$ cat src/rtl/memstream_pkg.sv
// memstream_pkg: shared types and width helpers for the multi-set parameter
// streamer (memstream_sets) and its output buffer (memstream_obuf).
//   addr_t(n)   : bits needed to index n items, never less than 1
//   set_bits(n) : width of the set-select token for n sets
//   op_e        : operation occupying the single RAM issue slot in a cycle
//   state_e     : stream sequencer states
package memstream_pkg;

  function automatic int addr_t(input int n);
    return (n < 2) ? 1 : $clog2(n);
  endfunction

  function automatic int set_bits(input int nsets);
    return addr_t(nsets);
  endfunction

  typedef enum logic [1:0] {
    OP_NONE,
    OP_WR,
    OP_RB,
    OP_RS
  } op_e;

  typedef enum logic {
    IDLE,
    STREAM
  } state_e;

endpackage

$ cat src/rtl/memstream_obuf.sv
// memstream_obuf: small FIFO of {last, data} words sitting between the RAM
// read pipeline and the stream output.
//   clk, rst_n          : clock, asynchronous active-low reset (empties FIFO)
//   push_i, pushLast_i,
//   pushData_i          : word arriving from the RAM read pipeline
//   pop_i               : head word consumed this cycle
//   vld_o, last_o,
//   data_o              : head word; last_o is forced low while empty
//   count_o             : current occupancy, used for read-credit accounting
module memstream_obuf
  import memstream_pkg::*;
#(
  parameter int DEPTH = 4,
  parameter int WIDTH = 32
) (
  input  logic                       clk,
  input  logic                       rst_n,
  input  logic                       push_i,
  input  logic                       pushLast_i,
  input  logic [WIDTH-1:0]           pushData_i,
  input  logic                       pop_i,
  output logic                       vld_o,
  output logic                       last_o,
  output logic [WIDTH-1:0]           data_o,
  output logic [$clog2(DEPTH+1)-1:0] count_o
);

  localparam int PW = addr_t(DEPTH);
  localparam int CW = $clog2(DEPTH + 1);

  logic [WIDTH:0]  store [DEPTH];
  logic [PW-1:0]   wrPtr_q, wrPtr_d;
  logic [PW-1:0]   rdPtr_q, rdPtr_d;
  logic [CW-1:0]   count_q, count_d;
  logic            doPush, doPop;
  logic [WIDTH:0]  head;

  function automatic logic [PW-1:0] wrapInc(input logic [PW-1:0] p);
    return (p == PW'(DEPTH - 1)) ? '0 : p + 1'b1;
  endfunction

  // A push into a full buffer is still taken when the head leaves in the same
  // cycle, so occupancy never drifts on simultaneous push/pop.
  assign doPop  = pop_i && (count_q != '0);
  assign doPush = push_i && ((count_q != CW'(DEPTH)) || doPop);

  always_comb begin
    wrPtr_d = wrPtr_q;
    rdPtr_d = rdPtr_q;
    count_d = count_q;
    if (doPush) wrPtr_d = wrapInc(wrPtr_q);
    if (doPop)  rdPtr_d = wrapInc(rdPtr_q);
    count_d = count_q + CW'(doPush) - CW'(doPop);
  end

  always_ff @(posedge clk or negedge rst_n) begin
    if (!rst_n) begin
      wrPtr_q <= '0;
      rdPtr_q <= '0;
      count_q <= '0;
    end else begin
      wrPtr_q <= wrPtr_d;
      rdPtr_q <= rdPtr_d;
      count_q <= count_d;
    end
  end

  always_ff @(posedge clk) begin
    if (doPush) store[wrPtr_q] <= {pushLast_i, pushData_i};
  end

  assign head    = store[rdPtr_q];
  assign vld_o   = (count_q != '0);
  assign last_o  = vld_o && head[WIDTH];
  assign data_o  = head[WIDTH-1:0];
  assign count_o = count_q;

endmodule

$ cat src/rtl/memstream_sets.sv
// memstream_sets: holds NSETS parameter sets of DEPTH words in one RAM and
// streams one full pass of a selected set per accepted token.
//   clk, rst_n            : clock, asynchronous active-low reset
//   config_ce/we/address/
//   config_d0             : configuration write or readback request
//   config_rack, config_q0: readback valid pulse and data, 2 cycles after ce
//   set_vld/set_rdy/set_dat: set-select token handshake
//   ordy/ovld/odat/olast  : output stream, olast marks the final word of a pass
// Stream reads are only issued while the output buffer has room for every
// read still in flight, so readback latency never depends on ordy.
module memstream_sets
  import memstream_pkg::*;
#(
  parameter int    DEPTH      = 2,
  parameter int    WIDTH      = 32,
  parameter int    NSETS      = 1,
  parameter int    OBUF_DEPTH = 4,
  parameter string INIT_FILE  = "",
  parameter string RAM_STYLE  = "auto"
) (
  input  logic                       clk,
  input  logic                       rst_n,
  input  logic                       config_ce,
  input  logic                       config_we,
  input  logic [31:0]                config_address,
  input  logic [WIDTH-1:0]           config_d0,
  output logic                       config_rack,
  output logic [WIDTH-1:0]           config_q0,
  input  logic                       set_vld,
  output logic                       set_rdy,
  input  logic [set_bits(NSETS)-1:0] set_dat,
  input  logic                       ordy,
  output logic                       ovld,
  output logic [WIDTH-1:0]           odat,
  output logic                       olast
);

  localparam int TOTAL = NSETS * DEPTH;
  localparam int AW    = addr_t(TOTAL);
  localparam int PW    = addr_t(DEPTH);
  localparam int CW    = $clog2(OBUF_DEPTH + 1);

  (* ram_style = RAM_STYLE *) logic [WIDTH-1:0] mem [TOTAL];

  state_e          state_q, state_d;
  logic [AW-1:0]   base_q, base_d;
  logic [PW-1:0]   ptr_q, ptr_d;
  op_e             op, op1_q;
  logic            last1_q;
  logic            rack_q;
  logic [WIDTH-1:0] memRd_q, q0_q;

  logic            cfgInRange;
  logic [AW-1:0]   streamAddr, issueAddr;
  logic            streamIssue, lastIssue, tokenRdy;
  logic            creditOk;
  logic [CW-1:0]   obufCount;
  logic [CW:0]     obufUsed;
  logic            obufPop;

  assign cfgInRange = (config_address < 32'(TOTAL));
  assign streamAddr = base_q + AW'(ptr_q);
  assign issueAddr  = config_ce ? config_address[AW-1:0] : streamAddr;

  // Credits: buffer entries plus the one read that can be between the RAM
  // and the buffer must leave a free slot before another read is issued.
  assign obufUsed = {1'b0, obufCount} + {{CW{1'b0}}, (op1_q == OP_RS)};
  assign creditOk = (obufUsed < (CW + 1)'(OBUF_DEPTH));

  always_comb begin
    state_d     = state_q;
    base_d      = base_q;
    ptr_d       = ptr_q;
    streamIssue = 1'b0;
    lastIssue   = 1'b0;
    tokenRdy    = 1'b0;
    case (state_q)
      IDLE: tokenRdy = 1'b1;
      STREAM: begin
        if (!config_ce && creditOk) begin
          streamIssue = 1'b1;
          lastIssue   = (ptr_q == PW'(DEPTH - 1));
          ptr_d       = ptr_q + 1'b1;
          if (lastIssue) begin
            state_d  = IDLE;
            tokenRdy = 1'b1;
          end
        end
      end
      default: state_d = IDLE;
    endcase
    // The base multiply lives here, at token accept, off the issue path.
    if (tokenRdy && set_vld) begin
      if (32'(set_dat) < 32'(NSETS)) begin
        base_d  = AW'(32'(set_dat) * 32'(DEPTH));
        ptr_d   = '0;
        state_d = STREAM;
      end else begin
        state_d = IDLE;
      end
    end
  end

  always_comb begin
    op = OP_NONE;
    if (config_ce)        op = config_we ? OP_WR : OP_RB;
    else if (streamIssue) op = OP_RS;
  end

  always_ff @(posedge clk or negedge rst_n) begin
    if (!rst_n) begin
      state_q <= IDLE;
      base_q  <= '0;
      ptr_q   <= '0;
      op1_q   <= OP_NONE;
      last1_q <= 1'b0;
      rack_q  <= 1'b0;
    end else begin
      state_q <= state_d;
      base_q  <= base_d;
      ptr_q   <= ptr_d;
      op1_q   <= op;
      last1_q <= lastIssue;
      rack_q  <= (op1_q == OP_RB);
    end
  end

  // Single-port RAM: one operation per cycle; out-of-range writes are dropped
  // and out-of-range readbacks leave the read register untouched.
  always_ff @(posedge clk) begin
    if (op == OP_WR && cfgInRange) mem[issueAddr] <= config_d0;
    if (op == OP_RS || (op == OP_RB && cfgInRange)) memRd_q <= mem[issueAddr];
    q0_q <= memRd_q;
  end

  assign obufPop = ovld && ordy;

  memstream_obuf #(
    .DEPTH (OBUF_DEPTH),
    .WIDTH (WIDTH)
  ) u_obuf (
    .clk        (clk),
    .rst_n      (rst_n),
    .push_i     (op1_q == OP_RS),
    .pushLast_i (last1_q),
    .pushData_i (memRd_q),
    .pop_i      (obufPop),
    .vld_o      (ovld),
    .last_o     (olast),
    .data_o     (odat),
    .count_o    (obufCount)
  );

  assign set_rdy     = tokenRdy && rst_n;
  assign config_rack = rack_q;
  assign config_q0   = q0_q;

endmodule

$ cat config.mk
export PLATFORM = sky130hd
export DESIGN_NAME = memstream_sets
export DESIGN_NICKNAME = d
export VERILOG_FILES = /design/src/rtl/memstream_pkg.sv /design/src/rtl/memstream_obuf.sv /design/src/rtl/memstream_sets.sv
export SDC_FILE = /design/constraint.sdc
export NUM_CORES = 1
export LEC_CHECK = 0
export ABC_AREA = 1
export CAP_MARGIN = 5
export CORE_MARGIN = 2
export CORE_UTILIZATION = 25
export DETAILED_ROUTE_END_ITERATION = 8
export HOLD_SLACK_MARGIN = 0.05
export PLACE_DENSITY = 0.42
export SLEW_MARGIN = 20
export SYNTH_ARGS = -nofsm -noshare
export SYNTH_HDL_FRONTEND = slang
export SYNTH_SLANG_ARGS = --single-unit
$ cat constraint.sdc
create_clock -name clk -period 6.2 [get_ports clk]
set_input_delay 1.55 -clock clk [delete_from_list [all_inputs] [get_ports clk]]
set_output_delay 1.55 -clock clk [all_outputs]
set_load 0.02 [all_outputs]
---- Word-level counts from Yosys, hierarchy flattened ----
Memories as Yosys holds them, arrays and structs flattened. A register that Yosys moved wholly into a read port is not among the register bits.
Index checks and enable logic that the tools add are counted.
operators by class
  order comparisons ....................... 3
  bitwise gates (word level) .............. 1
  equality and inequality tests ........... 8
  add/sub/neg operators ................... 6
  reductions and logical operators ........ 13
  multiplexer cells ....................... 26
operators with widths
  operator               number
  $lt A32 B2 Y1 const B  1
  $mux W1                20
  $eq A2 B2 Y1 const B   6
  $mux W2                5
  $logic_and A1 B1 Y1    9
  $add A2 B1 Y2 const B  2
  $add A3 B1 Y4          1
  $lt A4 B3 Y1 const B   1
  $add A3 B1 Y3          1
  $ne A3 B3 Y1 const B   1
  $reduce_bool A3 Y1     1
  $sub A3 B1 Y3          1
  $eq A2 B1 Y1 const B   1
  $logic_or A1 B1 Y1     2
  $pmux W1 S2            1
  $add A1 B1 Y1 const B  1
  $logic_not A1 Y1       1
  $lt A1 B1 Y1 const B   1
  $not A1 Y1             1
storage, ports and cells
  flip-flop bits (word level) ............. 45
  RAM bits ................................ 196
  logic and storage cells ................. 68
  bits of input ports ..................... 71
  output and inout bits ................... 68
  memories ................................ 2
memory list
  name          words  width  read ports  clocked after Yosys merged registers in  write ports  RTL line              source
  u_obuf.store  4      33     1           0                                        1            memstream_obuf.sv:31  logic [WIDTH:0] store [DEPTH];
  mem           2      32     1           1                                        1            memstream_sets.sv:43  (* ram_style = RAM_STYLE *) logic [WIDTH-1:0] mem [TOTAL];

---- Depth between registers and ports, before layout ----
  depth in word-level cells ............... 12
  mapped depth ............................ 10
  gate-level depth less buffers ........... 10

---- Modules after synthesis ----
From an unflattened synthesis, not the netlist that was laid out.
unflattened totals
  cells, all modules ...................... 719
  area, all modules ....................... 9,862.0 um^2
modules (own cells, without submodules)
  module          area an instance (um^2)  sequential area each (um^2)  cells each  instances
  memstream_obuf  5,484.0                  4,139.0                      414         1
  memstream_sets  4,377.9                  3,673.5                      305         1

---- Worst setup path after synthesis ----
OpenSTA, ideal clock, no wires.
  path kind ............................... in2out
  start point ............................. in config_ce
  end point ............................... out set_rdy
  data arrival time ....................... 2.308 ns
  cell stages on the path ................. 5
  buffers on the path ..................... 0
  data required time ...................... 4.650 ns
  path slack .............................. 2.342 ns
  path through ............................ nor2_1 -> and3_1 -> ha_1 -> nor2_1 -> nor2_1
on the way
  cells in the longest elaborated chain, start to end .. 5
RTL lines
  element              RTL line               source
  start, declared      memstream_sets.sv:23   input logic config_ce,
  $logic_not A1 Y1     memstream_sets.sv:80   if (!config_ce && creditOk) begin
  $logic_and A1 B1 Y1  memstream_sets.sv:80
  $mux W1              memstream_sets.sv:80
  $pmux W1 S2          memstream_sets.sv:77   case (state_q)
  $logic_and A1 B1 Y1  memstream_sets.sv:154  assign set_rdy = tokenRdy && rst_n;
  end, declared        memstream_sets.sv:30   output logic set_rdy,
No other way between the ends.

---- Worst setup path after layout ----
Ends and elaborated chain as after synthesis.

==> results.md <==
* Status: finished, final reports clean
* Reg2reg setup slack at 3700 ps
* Syn Area/Cell at 14.27 µm²
* Max cap viols at 0
* Final setup viols at 0
* Detail Placement HPWL at 13.54 mm
* Post-synth cell types at 24
* H-tree depth at 1
* Setup TNS at 0 ps
* Gr usage total at 0.1098
* Worst vdd ir at 194.0 µV
* Largest net degree at the start of global routing at 69
* Cell leakage power at ~4.5 nW
* ANT nets after route at 0
* Storage element area at 7814 µm²
* Share of layout cells above drive strength 1 at 0.08488
* Pwr per Cell Area at roughly 460 nW/µm²
* CP Class: primary input to output pin
* Clk_skew at 25.41 ps
* Die W at 200.7 µm
* Max clock buf depth at 3
* TritonCTS buffer count at 31
* DIE AREA at 40290 µm²
* CP max stage delay at 620 ps
* WP data required at 4650 ps
* Initial DRC Count at 256
* Most used cell, CP: nor2_1
* Number of synthesized flops with an enable pin at around 230
* CP Capture Type: output pin
* Final hold vios at 0
* Core area at 38470 µm²
* Filler Cells Inserted at 3801
* Routed len/inst at 16.19 µm
* Crit-path max FO at 3
* I/O pins at approximately 140
* Reg2Reg Launch Point: ptr_q$_DFF_PN0_
* Worst-case reg-to-reg path depth at 7
* CTS sink cnt at 273
* GRT Residual Overflow at 0
* Slowest-stage cell, CP: clkdlybuf4s50_1
* Routed WL at 22.31 mm
* Finished Layout Cells at 1378
* Root buffer cell: clkbuf_16
* Reg-to-Reg End: mem[0][0]$_DFFE_PP_
* First-pass GRT wire length at between 30 and 40 mm
* Hold Path Sink: config_rack$_DFF_PN0_
* Number of port buffers at 138
* Final Power at 5.919 mW
* Min Hold Slack at between 400 and 500 ps
* CP startpoint kind: primary input
* Sequential area share after synthesis at 0.8074
* Final worst path period need at 4847 ps
* Clk Latency, worst-skew pair at roughly 560 ps
* Startpoint of the worst hold path: op1_q[0]$_DFF_PN0_
* Initial antenna violation count at 1
* CTS tree: built
* CP Data Arrival Time at 3300 ps
* CP cell instances: clkdlybuf4s50_1 > nor2_1 > and3_1 > ha_1 > nor2_1 > nor2_1 > clkdlybuf4s50_1
* Max Clock Freq at 206.3 MHz
* Initial Util at 0.2515
* Drt pass-1 iters at 5
* Area grow syn2layout at 32.21%
* Unrepaired setup endpoints after global routing: false
* Syn Inst Count at 678
* Pins Over Slew Limit at 0
* FF+latch count, synth at 273
* # rows at about 70
* Via-to-Cell Ratio at 3.971
* Slew HR at 0.3164
* Yosys warnings at 0
* Nets at 916
* Post-CTS Setup Bufs at 0
* Drt drc at 0
* Clk slew on worst S/H paths at 60 ps
* Worst Path Buf+Inv at 2
* Placed instance count at 1320
* Synthesized area at 9676 µm²
* Hold depth at 1
* Via count at 5472
* Vias in the first global route at 5658
* Die height at roughly 200 µm
* Hold buffer count at CTS at 0
* Design Area, Final at approximately 13000 µm²
* Prevailing post-synth register cell: edfxtp_1
* Final GP Congestion at 0.6784
* Multi-input logic area at about 1700 µm²
* Cells resized by post-CTS repair at 0
* Syn nets at around 760
* Dpl cell area at 11730 µm²
* Final worst path period share at 0.7817
* Number of diodes at 0
* HP Class: flop to flop
* Slew @ Worst Pin at between 1000 and 1500 ps
* Crit path max-delay family: buffers and inverters
* Post-synthesis async set-or-reset flop share at 0.04762
-- placed cells by master, fill, tap and decap left out, drive strengths merged --
cell type and n:
fa 1, buf 12, nand3 3, inv 31
nor2 102, edfxtp 228, ha 9, dfxtp 32
o21ai 72, clkinv 7, xnor2 1, and3 1
a21oi 1, clkinvlp 1, bufinv 4, clkbuf 45
nand2 122, o22ai 33, nand4 2, clkdlybuf4s50 138
dfrtp 13, o31ai 1, nor3 1
-- sequential cells by signal, summed over array words and instances, names as in the netlist, 2 cells and up --
| signal | count |
|---|---|
| u_obuf.store | 132 |
| mem | 64 |
| config_q0 | 32 |
| memRd_q | 32 |
| u_obuf.count_o | 3 |
| op1_q | 2 |
| u_obuf.rdPtr_q | 2 |
| u_obuf.wrPtr_q | 2 |
-- worst register-to-register path, delay by kind of cell, from the launching register on --
| kind | cells | cell delay, ps |
|---|---|---|
| simple gates | 2 | 570 |
| buf+inv | 4 | 1180 |
| compound gates | 1 | 60 |
| flops | 1 | 380 |
-- routing by layer --
metal  up-vias  global-route usage  share of wire  wire length, µm
met2       121              0.1855           0.47            10550
li1       2711                   -              -                -
met5         -                   0        0.00054               12
met1      2592              0.1414           0.45             9985
met4         2             0.03545          0.024              538
met3        46             0.02240          0.055             1217
-- where the power goes --
| group | internal (mW) | switching [mW] |
|---|---|---|
| Clock | 1.16 | 0.711 |
| Combinational | 0.610 | 1.00 |
| Sequential | 2.31 | 0.127 |
-- kinds of logic after synthesis --
kind of cell	Yosys count	share of synthesized area
flip-flops	273	0.8074
AND/OR/NAND/NOR	231	0.09091
AO/OA/AOI/OAI	107	0.06104
buffers and inverters	56	0.02599
adder cells (fa/ha/maj)	10	0.01371
XOR/XNOR	1	0.0009054
-- per-stage QoR --
step	setup slack, ps	utilization
4_1_cts	1257	0.3326
5_1_grt	1137	0.3326
3_3_place_gp	1367	0.3039
2_1_floorplan	2342	-
6_report	1353	0.3326
3_5_place_dp	1370	0.3049
-- worst max-delay path by stage --
stage | from | end | slack (ps) | cells after the start
after floorplan | config_ce | set_rdy | 2340 | 5
after global placement | config_ce | set_rdy | 1370 | 7
after detailed placement | config_ce | set_rdy | 1370 | 7
after CTS | u_obuf.rdPtr_q[1]$_DFFE_PN0P_ | odat[17] | 1260 | 6
after global routing | u_obuf.rdPtr_q[1]$_DFFE_PN0P_ | odat[17] | 1140 | 6
final | config_ce | set_rdy | 1350 | 7
-- synth_stat cells (2+ instances only) --
library cell | number | area share
buf_6 | 3 | 0.0035
nand3_1 | 3 | 0.0016
ha_1 | 9 | 0.012
o22ai_1 | 33 | 0.021
buf_2 | 9 | 0.0047
nand4_1 | 2 | 0.0013
dfxtp_1 | 32 | 0.066
inv_1 | 27 | 0.010
inv_2 | 3 | 0.0012
nor2_1 | 102 | 0.040
clkbuf_1 | 12 | 0.0047
buf_4 | 2 | 0.0016
nand2_1 | 122 | 0.047
dfrtp_1 | 13 | 0.034
edfxtp_1 | 228 | 0.71
o21ai_0 | 70 | 0.036
-- final cells by class --
| class | count | area share |
|---|---|---|
| flip-flops and latches | 273 | 0.6108 |
| multi-input cells | 349 | 0.1297 |
| inverters | 30 | 0.008803 |
| well taps | 518 | 0.05067 |
| repair buffers | 150 | 0.1170 |
| clock inverters | 13 | 0.01360 |
| clock buffers | 45 | 0.06944 |
(Power assumes the default switching activity.)
